--- src/rtl/ft_tx_arbiter_if.sv ---
// Stream-side and FT2232H-side signals of the transmit arbiter, bundled with
// modports for the arbiter (slave) and for whatever drives it (master).
interface ft_tx_arbiter_if #(
  parameter int WIDTH = 8
);
  logic             s0_valid_i;
  logic [WIDTH-1:0] s0_data_i;
  logic             s0_ready_o;
  logic             s1_valid_i;
  logic [WIDTH-1:0] s1_data_i;
  logic             s1_ready_o;
  logic             ft_txe_n_i;
  logic             ft_suspend_n_i;
  logic             ft_wr_n_o;
  logic [WIDTH-1:0] ft_data_o;
  logic [1:0]       grant_o;
  logic             busy_o;

  modport slave (
    input  s0_valid_i, s0_data_i, s1_valid_i, s1_data_i, ft_txe_n_i, ft_suspend_n_i,
    output s0_ready_o, s1_ready_o, ft_wr_n_o, ft_data_o, grant_o, busy_o
  );

  modport master (
    output s0_valid_i, s0_data_i, s1_valid_i, s1_data_i, ft_txe_n_i, ft_suspend_n_i,
    input  s0_ready_o, s1_ready_o, ft_wr_n_o, ft_data_o, grant_o, busy_o
  );
endinterface

--- src/rtl/ft_tx_arbiter.sv ---
// Round-robin, burst-limited two-stream scheduler for the FT2232H sync FIFO write port.
// Define FT_TX_HEADER_EN to prefix every grant with a 0xA0|stream header byte.
module ft_tx_arbiter #(
  parameter int WIDTH     = 8,
  parameter int MAX_BURST = 64
) (
  input logic            ft_clkout_i,
  input logic            rst_n,
  ft_tx_arbiter_if.slave bus
);
  // state | meaning
  // IDLE  | no grant; arbitrate between valid streams
  // HDR   | granted; waiting to load the header byte (header build only)
  // DATA  | granted; loading stream bytes into the hold register
`ifdef FT_TX_HEADER_EN
  typedef enum logic [1:0] {IDLE, HDR, DATA} state_t;
  localparam logic [WIDTH-1:0] HDR_S0 = WIDTH'(8'hA0);
  localparam logic [WIDTH-1:0] HDR_S1 = WIDTH'(8'hA1);
`else
  typedef enum logic [1:0] {IDLE, DATA} state_t;
`endif

  localparam logic [7:0] MAX_B = MAX_BURST[7:0];

  state_t           state;
  logic [WIDTH-1:0] hold;
  logic             hold_v;
  logic             wr_n;
  logic [1:0]       grant;
  logic [7:0]       burst_cnt;
  logic             last_grant;

  logic             accept;
  logic             ld_ok;
  logic             gidx;
  logic             sel_valid;
  logic [WIDTH-1:0] sel_data;
  logic             fire;
  logic             ld_hdr;
  logic             hold_v_nx;
  logic             last_beat;

  // Suspend gates loading too, so the hold register and FSM stay frozen.
  always_comb begin
    accept    = !wr_n && !bus.ft_txe_n_i && bus.ft_suspend_n_i;
    ld_ok     = (!hold_v || accept) && bus.ft_suspend_n_i;
    gidx      = grant[1];
    sel_valid = gidx ? bus.s1_valid_i : bus.s0_valid_i;
    sel_data  = gidx ? bus.s1_data_i : bus.s0_data_i;
    fire      = (state == DATA) && ld_ok && sel_valid;
`ifdef FT_TX_HEADER_EN
    ld_hdr    = (state == HDR) && ld_ok;
`else
    ld_hdr    = 1'b0;
`endif
    hold_v_nx = (fire || ld_hdr) ? 1'b1 : (accept ? 1'b0 : hold_v);
    last_beat = fire && ((burst_cnt + 8'd1) == MAX_B);
  end

  assign bus.s0_ready_o = grant[0] && (state == DATA) && ld_ok;
  assign bus.s1_ready_o = grant[1] && (state == DATA) && ld_ok;
  assign bus.ft_wr_n_o  = wr_n;
  assign bus.ft_data_o  = hold;
  assign bus.grant_o    = grant;
  assign bus.busy_o     = (state != IDLE) || hold_v;

  always_ff @(posedge ft_clkout_i) begin
    if (!rst_n) begin
      state      <= IDLE;
      hold       <= '0;
      hold_v     <= 1'b0;
      wr_n       <= 1'b1;
      grant      <= 2'b00;
      burst_cnt  <= 8'd0;
      last_grant <= 1'b1;
    end else begin
      hold_v <= hold_v_nx;
      wr_n   <= !(hold_v_nx && !bus.ft_txe_n_i && bus.ft_suspend_n_i);
      if (fire) begin
        hold <= sel_data;
      end
`ifdef FT_TX_HEADER_EN
      if (ld_hdr) begin
        hold <= gidx ? HDR_S1 : HDR_S0;
      end
`endif
      case (state)
        IDLE: begin
          if (bus.s0_valid_i || bus.s1_valid_i) begin
            // Stream 1 wins when alone, or when both are valid and stream 0 went last.
            grant     <= (bus.s1_valid_i && (!bus.s0_valid_i || !last_grant)) ? 2'b10 : 2'b01;
            burst_cnt <= 8'd0;
`ifdef FT_TX_HEADER_EN
            state     <= HDR;
`else
            state     <= DATA;
`endif
          end
        end
`ifdef FT_TX_HEADER_EN
        HDR: begin
          if (ld_ok) begin
            state <= DATA;
          end
        end
`endif
        DATA: begin
          if (ld_ok) begin
            if (fire) begin
              burst_cnt <= burst_cnt + 8'd1;
            end
            if (last_beat || !sel_valid) begin
              state      <= IDLE;
              grant      <= 2'b00;
              last_grant <= gidx;
            end
          end
        end
        default: state <= IDLE;
      endcase
    end
  end
endmodule

--- src/flat_wrapper.sv ---
// flat-port wrapper written by rule: the top's interface ports become plain ports
module ft_tx_arbiter_flat 
#(
  parameter int WIDTH     = 8,
  parameter int MAX_BURST = 64
)
  (ft_clkout_i, rst_n, bus_s0_valid_i, bus_s0_data_i, bus_s1_valid_i, bus_s1_data_i, bus_ft_txe_n_i, bus_ft_suspend_n_i, bus_s0_ready_o, bus_s1_ready_o, bus_ft_wr_n_o, bus_ft_data_o, bus_grant_o, bus_busy_o);
  ft_tx_arbiter_if #(.WIDTH(WIDTH)) bus_i ();
  input logic ft_clkout_i;
  input logic rst_n;
  input wire logic [$bits(bus_i.s0_valid_i)-1:0] bus_s0_valid_i;
  input wire logic [$bits(bus_i.s0_data_i)-1:0] bus_s0_data_i;
  input wire logic [$bits(bus_i.s1_valid_i)-1:0] bus_s1_valid_i;
  input wire logic [$bits(bus_i.s1_data_i)-1:0] bus_s1_data_i;
  input wire logic [$bits(bus_i.ft_txe_n_i)-1:0] bus_ft_txe_n_i;
  input wire logic [$bits(bus_i.ft_suspend_n_i)-1:0] bus_ft_suspend_n_i;
  output wire logic [$bits(bus_i.s0_ready_o)-1:0] bus_s0_ready_o;
  output wire logic [$bits(bus_i.s1_ready_o)-1:0] bus_s1_ready_o;
  output wire logic [$bits(bus_i.ft_wr_n_o)-1:0] bus_ft_wr_n_o;
  output wire logic [$bits(bus_i.ft_data_o)-1:0] bus_ft_data_o;
  output wire logic [$bits(bus_i.grant_o)-1:0] bus_grant_o;
  output wire logic [$bits(bus_i.busy_o)-1:0] bus_busy_o;
  assign bus_i.s0_valid_i = bus_s0_valid_i;
  assign bus_i.s0_data_i = bus_s0_data_i;
  assign bus_i.s1_valid_i = bus_s1_valid_i;
  assign bus_i.s1_data_i = bus_s1_data_i;
  assign bus_i.ft_txe_n_i = bus_ft_txe_n_i;
  assign bus_i.ft_suspend_n_i = bus_ft_suspend_n_i;
  assign bus_s0_ready_o = bus_i.s0_ready_o;
  assign bus_s1_ready_o = bus_i.s1_ready_o;
  assign bus_ft_wr_n_o = bus_i.ft_wr_n_o;
  assign bus_ft_data_o = bus_i.ft_data_o;
  assign bus_grant_o = bus_i.grant_o;
  assign bus_busy_o = bus_i.busy_o;
  ft_tx_arbiter #(.WIDTH(WIDTH), .MAX_BURST(MAX_BURST)) u_core (.ft_clkout_i(ft_clkout_i), .rst_n(rst_n), .bus(bus_i));
endmodule
--- config.mk ---
export PLATFORM = sky130hd
export DESIGN_NAME = ft_tx_arbiter_flat
export DESIGN_NICKNAME = d
export VERILOG_FILES = /design/src/rtl/ft_tx_arbiter_if.sv /design/src/rtl/ft_tx_arbiter.sv /design/src/flat_wrapper.sv
export SDC_FILE = /design/constraint.sdc
export NUM_CORES = 1
export LEC_CHECK = 0
export ABC_AREA = 1
export CORE_MARGIN = 2
export CORE_UTILIZATION = 30
export CTS_CLUSTER_DIAMETER = 200
export DETAILED_ROUTE_END_ITERATION = 10
export SYNTH_ARGS = -nofsm -noshare
export SYNTH_HDL_FRONTEND = slang
export SYNTH_SLANG_ARGS = --single-unit
--- constraint.sdc ---
create_clock -name ft_clkout_i -period 3.7 [get_ports ft_clkout_i]
set_input_delay 0.74 -clock ft_clkout_i [delete_from_list [all_inputs] [get_ports ft_clkout_i]]
set_output_delay 0.74 -clock ft_clkout_i [all_outputs]
set_load 0.02 [all_outputs]
==> results.sh, run 1 <==
export IMPL_gp_congestion=0.829
export IMPL_postCtsHoldBufs=0
export IMPL_finalCritPeriodShare_pct=82.2
export IMPL_hp_class="register to register"
export IMPL_ys_types=23
export IMPL_synth_seq_area_share_pct=39.2
export IMPL_drive_gt1_share_pct=4.79
export IMPL_antenna_found_initial=0
export IMPL_grt_total_usage_pct=13.1
export IMPL_clkPwrFrac_pct=32.4
export IMPL_diodes=0
export IMPL_cpMaxStageDelayCell="clkdlybuf4s50_1"
export IMPL_finalHoldViolCount=0
export IMPL_ctsResizeCount=0
export IMPL_power_density_nw_per_um2=343
export IMPL_fillers=410
export IMPL_final_antenna_net_count=0
export IMPL_synth_area_um2=1120
export IMPL_clk_pin_slew_worst_paths_ps=80
export IMPL_h_tree_depth=1
export IMPL_outcome="finished clean"
export IMPL_synth_most_common_cell="nand2_1"
export IMPL_p_sw_share_pct=26.2
export IMPL_cts_root_buf="clkbuf_8"
export IMPL_ys_top_cells_by_count="nand2_1, dfxtp_1, nor2_1, a21oi_1, inv_1"
export IMPL_cts_buffers=3
export IMPL_routed_wl_mm=2.66
export IMPL_cp_top_family="buffers and inverters"
export IMPL_drv_cap=0
export IMPL_drc=0
export IMPL_io_pins=36
export IMPL_worstPathRequired_ps=2960
export IMPL_yosys_top_cells_area="dfxtp_1, nand2_1, a21oi_1"
export IMPL_cpPeakStageDelay_ps=600
export IMPL_synthCells=155
export IMPL_yosys_warnings=0
export IMPL_synth_ff_type="dfxtp_1"
export IMPL_internal_power_uw=394
export IMPL_fmax_mhz=329
export IMPL_start_util_pct=30.9
export IMPL_die_width_um=65.2
export IMPL_dieHeight_um=65.2
export IMPL_first_global_vias=1075
export IMPL_cts_setup_buffers=0
export IMPL_p_switching_uw=140
export IMPL_crit_arrival_ps=2300
export IMPL_fin_crit_ps=3040
export IMPL_coreArea_um2=3630
export IMPL_comb_power_share_pct=18.5
export IMPL_fin_tns_setup_ps=0
export IMPL_synth_edff_count=0
export IMPL_p_leak_nw=0.595
export IMPL_yosysTopAreaCell="dfxtp_1"
export IMPL_rsz0062_at_grt="false"
export IMPL_start_kind="primary input"
export IMPL_place_area_um2=1510
export IMPL_clk_latency_ps=260
export IMPL_dp_hpwl_mm=1.99
export IMPL_dr_pass1_iters=4
export IMPL_synth_nets=179
export IMPL_area_delta_synth_final_pct=38.9
export IMPL_crit_path_end_kind="primary output"
export IMPL_p_seq_share_pct=49.1
export IMPL_port_buffers=35
export IMPL_slew_headroom_pct=56.7
export IMPL_crit_top_cell="nand2_1"
export IMPL_ir_drop_mv=0.156
export IMPL_grt_overflow=0
export IMPL_clockBufferDepth=2
export IMPL_syn_avg_cell_area_um2=7.25
export IMPL_path_class="primary input to primary output"
export IMPL_cp_max_fo=5
export IMPL_vias_per_cell=4.67
export IMPL_cts_tree="yes"
export IMPL_critical_path_buf_inv_count=2
export IMPL_slew_viol_final=0
export IMPL_synth_seq_cells=22
export IMPL_ff2ff_setup_slack_ps=1610
export IMPL_crit_chain="clkdlybuf4s50_1, nand2_1, nand2_1, nand2_1, nor2_1, clkdlybuf4s50_1"
export IMPL_setup_viol_count_final=0
export IMPL_rows=22
export IMPL_vias=1103
export IMPL_grt_max_degree=21
export IMPL_synth_top_area_share_pct=39.2
export IMPL_routedWlPerCell_um=11.3
export IMPL_drt_iter0_markers=31
export IMPL_cts_num_sinks=22
export IMPL_worstMarginPinSlew_ps=649
export IMPL_post_route_cell_area_um2=1560
export IMPL_final_nets=213
export IMPL_grt_first_pass_wirelength_mm=4.49
export IMPL_finalClockSkew_ps=7.92
export IMPL_async_reset_ff_share_pct=0
export IMPL_die_area_um2=4250
## power groups by stage
stage	clock, mW	sequential (mW)	combinational, mW
6_report	0.173	0.263	0.0986
5_1_grt	0.190	0.265	0.108
4_1_cts	0.179	0.263	0.0996
3_5_place_dp	0	0.268	0.0990
3_3_place_gp	0	0.268	0.0969
2_1_floorplan	0	0.271	0.0465
## worst reg2reg max path, delay by kind of cell (launching register included)
family                 cells  cell delay [ps]
and+or+nand+nor            2              300
DFF                        1              740
buffers and inverters      2              630
AOI/OAI and AO/OA          2              350
## sequential cells by signal, summed over array words and instances (netlist names)
| name | count |
|---|---|
| u_core.bus.grant_o | 2 |
| u_core.bus.ft_wr_n_o | 1 |
| u_core.bus.ft_data_o | 8 |
| u_core.burst_cnt | 8 |
| u_core.hold_v | 1 |
| u_core.last_grant | 1 |
| u_core.state | 1 |
## logic make-up (layout without fill, tap and decap cells)
logic type                 after synthesis  after routing  synth area share, %
xor gates and xnor gates                 1              1                0.780
AOI/OAI and AO/OA                       36             36                 18.0
and+or+nand+nor                         65             65                 25.1
DFF                                     22             22                 39.2
adders and majority gates                2              2                 2.23
muxes                                    8              8                 7.13
buffers and inverters                   21             54                 7.57
## through the flow
stage | power [mW] | setup WS [ps] | utilization (%) | instances | hold WS (ps)
floorplan | 0.317 | 1600 | - | 155 | 444
global placement | 0.365 | 693 | 41.4 | 232 | 463
detailed placement | 0.367 | 651 | 41.4 | 232 | 481
CTS | 0.542 | 647 | 42.9 | 236 | 495
global route | 0.564 | 551 | 42.9 | 236 | 513
finish | 0.534 | 660 | 42.9 | 236 | 488
## final cells by class
| class | instances | area (µm²) | share of cell area [%] |
|---|---|---|---|
| multi-input cells | 112 | 598 | 38.3 |
| clock buffers | 4 | 55.1 | 3.53 |
| flip-flops and latches | 22 | 440 | 28.2 |
| repair buffers | 35 | 350 | 22.5 |
| inverters | 15 | 56.3 | 3.61 |
| well taps | 48 | 60.1 | 3.85 |
## cell usage in the layout (no fill, tap or decap), drive strengths merged
cell type	netlist	final
a211oi	2	2
a21oi	18	18
a32oi	3	3
clkbuf	1	4
clkdlybuf4s50	0	35
dfxtp	22	22
ha	2	2
inv	15	15
mux2i	8	8
nand2	30	30
nand3	10	10
nand3b	1	1
nand4	2	2
nor2	18	18
nor3	2	2
o21ai	12	12
o21bai	1	1
or2	2	2
xnor2	1	1
## metal layers
metal / part of all wire (%) / GRT usage [%]
met5: 0 / 0
met4: 0.41 / 3.91
met3: 7.9 / 4.28
met2: 46 / 23.2
met1: 45 / 15.0
## worst paths after layout
| check | from | end | cells past startpoint |
|---|---|---|---|
| setup / recovery | bus_ft_suspend_n_i | bus_s0_ready_o | 6 |
| setup reg to reg | u_core.bus.grant_o[1]$_SDFFE_PN0P_ | u_core.burst_cnt[1]$_SDFFE_PN0P_ | 6 |
| hold / removal | u_core.last_grant$_SDFFE_PN1P_ | u_core.last_grant$_SDFFE_PN1P_ | 2 |
| hold reg to reg | u_core.last_grant$_SDFFE_PN1P_ | u_core.last_grant$_SDFFE_PN1P_ | 2 |
No activity file was read; power rests on OpenSTA's default activity.
==> inputs of run 2 (changes only) <==
clock period = 2.8 ns   (was 3.7 ns; I/O delays follow)
==> run 2 against run 1 <==
  * Utilization increased by 0.62 points
  * Flip-flop and latch count unchanged
  * Clock skew decreased by 3.4 ps
  * Non-clock buffer count increased by 3
  * Clock power increased by 34%
  * Final cell count increased by 1.3%
  * Critical endpoint unchanged
  * Die area unchanged
  * Critical path type unchanged
  * First-iteration DRC count increased by 23%
  * Sequential power increased by 31%
==> results.sh, run 2 (synthesized netlist as in run 1, its figures left out) <==
export IMPL_power_density_nw_per_um2=450
export IMPL_ctsResizeCount=0
export IMPL_fillers=409
export IMPL_final_common_cell="clkdlybuf4s50_1"
export IMPL_layoutNonFillerInstCount=239
export IMPL_grt_busiest_layer="met2"
export IMPL_hp_start="u_core.bus.grant_o[0]$_SDFFE_PN0P_"
export IMPL_drv_cap=0
export IMPL_drt_iter0_markers=38
export IMPL_slew_viol_final=0
export IMPL_cp_max_fo=4
export IMPL_crit_path_end_kind="primary output"
export IMPL_hp_class="register to register"
export IMPL_crit_chain="clkdlybuf4s50_1, nor2_1, nand2_1, nand2_1, nand2_1, nor2_1, clkdlybuf4s50_1"
export IMPL_setup_viol_count_final=0
export IMPL_ir_drop_mv=0.179
export IMPL_critical_path_buf_inv_count=2
export IMPL_seq_area_um2=440
export IMPL_multiInputGateArea_um2=598
export IMPL_fmax_mhz=382
export IMPL_outcome="finished clean"
export IMPL_final_core_utilization_pct=43.6
export IMPL_cpMaxStageDelayCell="clkdlybuf4s50_1"
export IMPL_crit_arrival_ps=2060
export IMPL_grt_met3_usage_pct=4.79
export IMPL_routedWlPerCell_um=11.5
export IMPL_rr_worst_depth=7
export IMPL_place_inst=235
export IMPL_cts_num_sinks=22
export IMPL_start_kind="primary input"
export IMPL_rows=22
export IMPL_antenna_found_initial=0
export IMPL_grt_total_usage_pct=14.2
export IMPL_slew_headroom_pct=63.2
export IMPL_drc=0
export IMPL_ff2ff_setup_slack_ps=850
export IMPL_final_cell_mix="clkdlybuf4s50_1, nand2_1, dfxtp_1, nor2_1, a21oi_1"
export IMPL_first_global_vias=1136
export IMPL_worstMarginPinSlew_ps=551
export IMPL_met1_usage_pct=16.3
export IMPL_finalCritPeriodShare_pct=93.4
export IMPL_drive_gt1_share_pct=6.28
export IMPL_timing_rr_end="u_core.burst_cnt[1]$_SDFFE_PN0P_"
export IMPL_dp_hpwl_mm=2.09
export IMPL_clockBufferDepth=2
export IMPL_finalHoldViolCount=0
export IMPL_dr_pass1_iters=4
export IMPL_crit_top_cell="nand2_1"
export IMPL_port_buffers=35
export IMPL_die_area_um2=4250
export IMPL_cts_setup_buffers=0
export IMPL_area_delta_synth_final_pct=40.9
export IMPL_vias_per_cell=4.81
export IMPL_io_pins=36
export IMPL_dieHeight_um=65.2
export IMPL_vias=1150
export IMPL_finalClockSkew_ps=4.52
export IMPL_die_width_um=65.2
export IMPL_fin_crit_ps=2620
export IMPL_p_leak_nw=0.610
export IMPL_whs_endpoint="u_core.bus.grant_o[0]$_SDFFE_PN0P_"
export IMPL_h_tree_depth=1
export IMPL_grt_first_pass_wirelength_mm=4.75
export IMPL_grt_overflow=0
export IMPL_cts_buffers=3
export IMPL_cts_root_buf="clkbuf_8"
export IMPL_path_class="primary input to primary output"
export IMPL_rsz0062_at_grt="false"
export IMPL_routed_wl_mm=2.75
export IMPL_final_nets=216
export IMPL_cts_tree="yes"
export IMPL_postCtsHoldBufs=0
export IMPL_cp_top_family="buffers and inverters"
export IMPL_diodes=0
export IMPL_fin_tns_setup_ps=0
export IMPL_coreArea_um2=3630
export IMPL_grt_util_met2_pct=23.6
export IMPL_gp_congestion=0.833
export IMPL_cpPeakStageDelay_ps=600
export IMPL_start_util_pct=30.9
export IMPL_clk_latency_ps=270
export IMPL_worstPathRequired_ps=2240
export IMPL_r2r_start="u_core.bus.grant_o[1]$_SDFFE_PN0P_"
export IMPL_clk_pin_slew_worst_paths_ps=80
export IMPL_holdPathStages=2
export IMPL_final_antenna_net_count=0
export IMPL_grt_max_degree=21
==> run 2: cell types whose count changed in the layout (fill, tap and decap cells not counted), sizes merged <==
cell  before  now
buf        0    3
==> run 2: worst max-delay path by stage <==
stage / startpoint / endpoint / slack [ps] / cells past startpoint
global route: bus_ft_txe_n_i / bus_s0_ready_o / 90 / 7
global placement: bus_ft_txe_n_i / bus_s1_ready_o / 210 / 7
floorplan: bus_ft_txe_n_i / bus_s0_ready_o / 1060 / 5
detailed placement: bus_ft_txe_n_i / bus_s0_ready_o / 170 / 7
CTS: bus_ft_txe_n_i / bus_s0_ready_o / 170 / 7
finish: bus_ft_txe_n_i / bus_s0_ready_o / 180 / 7
==> run 2: worst register-to-register path, stage by stage, from the launching register on <==
cell	delay (ps)
dfxtp_1	470
buf_4	240
o21ai_0	120
inv_1	130
nand4_2	140
inv_1	460
nand3_1	150
a21oi_1	160
==> run 2: area by class of cell <==
type / instances / share of cell area (%)
Tap cell: 48 / 3.79
Sequential cell: 22 / 27.8
Clock buffer: 4 / 3.48
Inverter: 15 / 3.56
Timing Repair Buffer: 38 / 23.6
Multi-Input combinational cell: 112 / 37.8
==> run 2: routing by layer <==
metal / share of wire (%) / vias up
li1: - / 590
met1: 45 / 517
met2: 45 / 36
met3: 7.9 / 7
met4: 2.1 / 0
met5: 0 / -
==> run 2: metrics by stage <==
step / total power [mW] / worst slack [ps] / hold slack (ps) / area, µm²
after global routing: 0.753 / 91.9 / 542 / 1580
after floorplan: 0.419 / 1060 / 444 / 1120
final: 0.712 / 185 / 498 / 1580
after detailed placement: 0.488 / 175 / 490 / 1530
after CTS: 0.720 / 167 / 503 / 1580
after global placement: 0.486 / 209 / 465 / 1530
==> run 2: report_power, final <==
part           internal (mW)  total, mW  switching, mW
registers              0.328      0.345         0.0169
clock network          0.126      0.231          0.106
logic                 0.0701      0.135         0.0653
